### src/rtl/timer_entry_register.sv
// Keypad three-digit entry, validation and load/run sequencing for the microwave BCD timer.
// Optional build macro TIMER_ENTRY_CLAMP_EN rejects start when the tens-of-seconds digit exceeds 5.
module timer_entry_register #(
  parameter int MAX_DIGITS = 3
) (
  input  logic       clk,
  input  logic       clear,
  input  logic       key_valid,
  input  logic [3:0] key_digit,
  input  logic       start,
  input  logic       cancel,
  input  logic       timer_zero,
  output logic [3:0] minutes,
  output logic [3:0] tens,
  output logic [3:0] units,
  output logic       load_n,
  output logic       run,
  output logic [1:0] digit_count,
  output logic       err
);

  localparam logic [1:0] MAX_COUNT = 2'(MAX_DIGITS);

  typedef enum logic [1:0] {IDLE, ENTRY, LOAD, RUN} state_t;

  state_t     state_reg, state_next;
  // Index 0 is minutes, MAX_DIGITS-1 is units; new keys enter at the units end.
  logic [3:0] digit_reg  [MAX_DIGITS];
  logic [3:0] digit_next [MAX_DIGITS];
  logic [1:0] count_reg, count_next;
  logic       load_n_reg, load_n_next;
  logic       run_reg, run_next;
  logic       err_reg, err_next;

  logic entering;
  logic value_zero;
  logic start_ok;
  logic key_ok;
  logic do_start;
  logic do_key;
  logic shift;
  logic clear_digits;

  assign entering = (state_reg == IDLE) || (state_reg == ENTRY);

  // Event decode: cancel wins outright; a start in an entry state masks any key.
  always_comb begin
    value_zero = (digit_reg[0] == 4'd0) && (digit_reg[1] == 4'd0) && (digit_reg[2] == 4'd0);
    start_ok   = (state_reg == ENTRY) && !value_zero;
`ifdef TIMER_ENTRY_CLAMP_EN
    start_ok   = start_ok && (digit_reg[1] <= 4'd5);
`endif
    key_ok       = (key_digit <= 4'd9) && (count_reg < MAX_COUNT);
    do_start     = !cancel && entering && start;
    do_key       = !cancel && entering && !start && key_valid;
    shift        = do_key && key_ok;
    clear_digits = cancel || ((state_reg == RUN) && timer_zero);
  end

  always_ff @(posedge clk or negedge clear) begin
    if (!clear) begin
      state_reg  <= IDLE;
      count_reg  <= 2'd0;
      load_n_reg <= 1'b1;
      run_reg    <= 1'b0;
      err_reg    <= 1'b0;
      for (int i = 0; i < MAX_DIGITS; i++) digit_reg[i] <= 4'd0;
    end else begin
      state_reg  <= state_next;
      count_reg  <= count_next;
      load_n_reg <= load_n_next;
      run_reg    <= run_next;
      err_reg    <= err_next;
      for (int i = 0; i < MAX_DIGITS; i++) digit_reg[i] <= digit_next[i];
    end
  end

  always_comb begin
    state_next = state_reg;
    if (cancel) begin
      state_next = IDLE;
    end else begin
      case (state_reg)
        IDLE, ENTRY: begin
          if (do_start) begin
            if (start_ok) state_next = LOAD;
          end else if (shift) begin
            state_next = ENTRY;
          end
        end
        LOAD:    state_next = RUN;
        RUN:     if (timer_zero) state_next = IDLE;
        default: state_next = IDLE;
      endcase
    end
  end

  always_comb begin
    load_n_next = (state_next != LOAD);
    run_next    = (state_next == RUN);
    err_next    = (do_start && !start_ok) || (do_key && !key_ok);
    count_next  = count_reg;
    if (clear_digits)
      count_next = 2'd0;
    else if (shift)
      count_next = count_reg + 2'd1;
  end

  for (genvar gi = 0; gi < MAX_DIGITS; gi++) begin : g_digit
    logic [3:0] shift_in;
    if (gi == MAX_DIGITS - 1) begin : g_last
      assign shift_in = key_digit;
    end else begin : g_inner
      assign shift_in = digit_reg[gi+1];
    end
    assign digit_next[gi] = clear_digits ? 4'd0 : (shift ? shift_in : digit_reg[gi]);
  end

  assign minutes     = digit_reg[0];
  assign tens        = digit_reg[1];
  assign units       = digit_reg[2];
  assign digit_count = count_reg;
  assign load_n      = load_n_reg;
  assign run         = run_reg;
  assign err         = err_reg;

endmodule
### config.mk
export PLATFORM = sky130hd
export DESIGN_NAME = timer_entry_register
export DESIGN_NICKNAME = d
export VERILOG_FILES = /design/src/rtl/timer_entry_register.sv
export SDC_FILE = /design/constraint.sdc
export NUM_CORES = 1
export LEC_CHECK = 0
export ABC_AREA = 1
export CAP_MARGIN = 15
export CORE_AREA = 2 2 47 49
export CTS_CLUSTER_SIZE = 12
export DETAILED_ROUTE_END_ITERATION = 6
export DIE_AREA = 0 0 49 51
export GPL_TIMING_DRIVEN = 0
export HOLD_SLACK_MARGIN = 0.03
export PLACE_DENSITY_LB_ADDON = 0.2
export SYNTH_ARGS = -nofsm -noshare
export SYNTH_HDL_FRONTEND = slang
export SYNTH_SLANG_ARGS = --single-unit
### constraint.sdc
create_clock -name clk -period 1.9 [get_ports clk]
set_input_delay 0.57 -clock clk [delete_from_list [all_inputs] [get_ports clk]]
set_output_delay 0.57 -clock clk [all_outputs]
set_load 0.01 [all_outputs]
# Word level (Yosys, flattened, before mapping)
# Cells that the tools add are included.
# totals
reg_bits	19
output_inout_bits	17
word_cells	56
# classes
add_sub_neg	1
order_cmp	2
n_eq_ne	5
mux	14
reduce_logical	26
# op_table
cell	n
two-way mux 4 bit	6
two-way mux 2 bit	7
logical AND 1 bit	12
logical NOT 4 bit	3
== test 2 bit (second input constant)	3
case mux 2 bit (3 select lines)	1
logical NOT 1 bit	5
less-or-equal comparator 4 bit (second input constant)	1
logical OR 1 bit	3
adder 2 x 1 -> 2 bit (second input constant)	1
== test 2 x 1 -> 1 bit (second input constant)	1
logical NOT 2 bit	1
< comparator 2 bit (second input constant)	1
inequality test 2 bit (second input constant)	1
nonzero test 2 bit	1
OR reduction 2 bit	1

# Depth between registers and ports, before layout
# depth
word_depth	11
ltp_mapped	9
mapped_depth_nobuf	9

# Worst setup path after synthesis
# Ideal clock, no wire load.
# synth_path
path_kind	input to register
startpoint	input start
endpoint	register digit_reg, in the netlist tens[3]
arrival_time_ns	1.204
t_required_ns	1.774
slack_ns	0.570
path_stages	7
path_buffers	1
cell_sequence	inv_1 nand2_1 nor2_4 nand3_4 nand2_1 buf_6 o22ai_1
# synth_via
elab_chain_cells	5
# synth_rtl
element	line_no	source
start, declared	10	input logic start,
logical NOT 1 bit	55	do_key = !cancel && entering && !start && key_valid;
logical AND 1 bit (2 in series)	55	
logical AND 1 bit	56	shift = do_key && key_ok;
nonzero test 2 bit (no line)	-	
end, declared	28	logic [3:0] digit_reg [MAX_DIGITS];
# No other way between the ends.
# A chain may end at the register's enable or synchronous reset.

# Worst setup path in the final report
# layout_path
startpoint	register digit_reg, in the netlist units[0]
endpoint	output units[0]
# layout_rtl
element	line_no	source
end, declared	15	output logic [3:0] units,
# No word-level cell between the ends.

==> impl_metrics.ini <==
[critical_path]
path_cells = clkdlybuf4s50_1
start_kind = flip-flop
crit_path_start = units[0]
cp_max_fo = 3
required_ns = 1.33
path_buf_inv = 1
cp.arrival_ns = 1.25
endpoint = units[0]
cp-end-kind = primary output
crit_type = flip-flop to primary output
cp.depth = 1
reg2reg_to = minutes[3]
regToRegSetupSlack_ns = 0.57
cpPeakStageDelay_ns = 0.55
worst_path_max_delay_cell = clkdlybuf4s50_1
critical_path.top_delay_family = buffers and inverters
rr_startpoint = digit_count[0]
reg2reg_depth = 6

[timing]
final.setup.tns_ns = 0
worst_slack_ns = 0.0807
slew_viol_final = 0
setup_violations = 0
worst_pin_slew_ns = 0.838
rsz0062_at_grt = false
slew_headroom_pct = 44.0
hold_viol_final = 0
post-route-min-period_ns = 1.82
finalCritPeriodShare_pct = 95.8
fin_skew_ns = 0.00862
fmax_mhz = 550

[logic_synthesis]
ys_seq_area_share_pct = 53.6
async_reset_ff_share_pct = 100
synthesis.nets = 107
synth-seq-cells = 19
synth_area_sq_um = 890
synth.area.top_cells = dfrtp_1, nand2_1, inv_1
syn_area_per_cell_sq_um = 9.27
synthCells = 96
yosys-top-cells-count = nand2_1, dfrtp_1, inv_1
synth_cell_types = 21
synth_edf_count = 0
yosys.area.top_type_share_pct = 50.6
synthFlopType = dfrtp_1
synth.most_common_cell = nand2_1
yosys_warnings = 0
synth_top_area_cell = dfrtp_1

[detailed_routing]
wl_met3_microns = 75
viasPerCell = 4.82
wl_met1_microns = 764
wl_met2_microns = 963
drc = 0
drt_wl_total_microns = 1830
top_layer = met4
post_drt_wl_per_cell_microns = 11.9
ant_nets = 0
drt_iter0_markers = 12
dr_total_vias = 742
dr.pass1.iters = 4

[pwr]
pwr-share-clk_pct = 25.4
power.density_nw_per_um2 = 654
swShare_pct = 27.0
power_frac_comb_pct = 18.8
power_switching_uw = 214
pwr-share-seq_pct = 55.8
leakage_uw = 0.000592
p_int_uw = 578
vdd_drop_max_mv = 0.540

[global_routing]
grt_pass1_vias = 753
grt_start_max_net_pins = 20
grt_util_all_layers_pct = 16.8
gr-total-overflow = 0
antenna_found_initial = 0
grt_pass1_wl_microns = 3160

[clock_network]
clockBufferDepth = 2
clockRootBuffer = clkbuf_4
cts_buffers = 3
insertion_delay_ns = 0.29
clk_pin_slew_ns = 0.11
cts_tree = built
post_cts_buffers = 0
h-tree-depth = 1
clock_sinks = 19

[job]
cap_violations = 0

[run_status]
status = complete, no violations

[finish]
n_fill_cell = 207
postLayoutCoreUtil_pct = 58.8
nets = 138
drive_gt1_share_pct = 15.9
diodes = 0
syn2layout_area_growth_pct = 36.3

[placed_design]
port-buffer-count = 26
gp_congestion = 0.775
place_ws_ns = 0.0253
dp_hpwl_microns = 1380

[min_path]
worst_hold_path_type = flip-flop to flip-flop
hold_path_depth = 1

[floorplan]
num_io_pins = 27
fp.dieW_microns = 49
die_area_sq_um = 2500
rows = 17
die_height_microns = 51
start_util_pct = 43.1
core_area_sq_um = 2060
[cell usage in the layout (no fill, tap or decap), drive strengths merged]
cell and count:
buf 2, a21oi 1, nand3 6, nand2 23
dlygate4sd2 1, clkdlybuf4s50 24, nor2 11, dlymetal6s2s 1
clkbuf 4, dfstp 1, o22ai 6, ha 1
a22o 1, o21ai 7, dfrtp 18, inv 19
[stage by stage]
step	power (uW)	instances	hold slack (ns)	area [sq um]
after floorplan	522	96	0.274	890
after global placement	596	150	0.490	1180
after detailed placement	604	150	0.524	1180
after CTS	801	154	0.538	1210
after global routing	834	154	0.559	1210
final	792	154	0.530	1210
[final cells by class]
type / count / area, sq um / share of cell area, %
sequential: 19 / 477 / 39.3
inverter: 19 / 71.3 / 5.88
buffer: 2 / 22.5 / 1.86
timing repair buffer: 26 / 262 / 21.6
clock buffer: 4 / 26.3 / 2.17
tap: 28 / 35.0 / 2.89
multi-input combinational: 56 / 319 / 26.3
[power by group through the flow]
stage	Sequential, uW	Combinational (uW)	Clock, uW
finish	442	149	201
global route	446	165	223
CTS	443	154	204
detailed placement	451	154	0
global placement	448	148	0
floorplan	456	66.6	0
[repair_timing]
action | in CTS | in global routing
hold buffers | 0 | 0
endpoints found under the setup margin | 1 | 1
resized for setup | 1 | 1
cloned | 0 | 0
[worst min path at each step]
stage	slack [ns]	to	from
5_1_grt	0.56	digit_count[0]	digit_count[0]
3_5_place_dp	0.52	digit_count[0]	digit_count[0]
2_1_floorplan	0.27	digit_count[0]	clear
3_3_place_gp	0.49	digit_count[0]	digit_count[0]
6_report	0.53	digit_count[0]	digit_count[0]
4_1_cts	0.54	digit_count[0]	digit_count[0]
[metal layers]
metal	global-route usage, %	up-vias
met5	0	-
met1	19.6	352
met2	30.4	25
met3	2.34	4
li1	-	361
met4	8.57	0
[cell families after synthesis]
kind of cell	synth area share [%]
adders and majority gates	1.41
DFF	53.6
and+or+nand+nor	21.1
AOI/OAI and AO/OA	13.4
buffers and inverters	10.5
No activity file was read; power rests on OpenSTA's default activity.
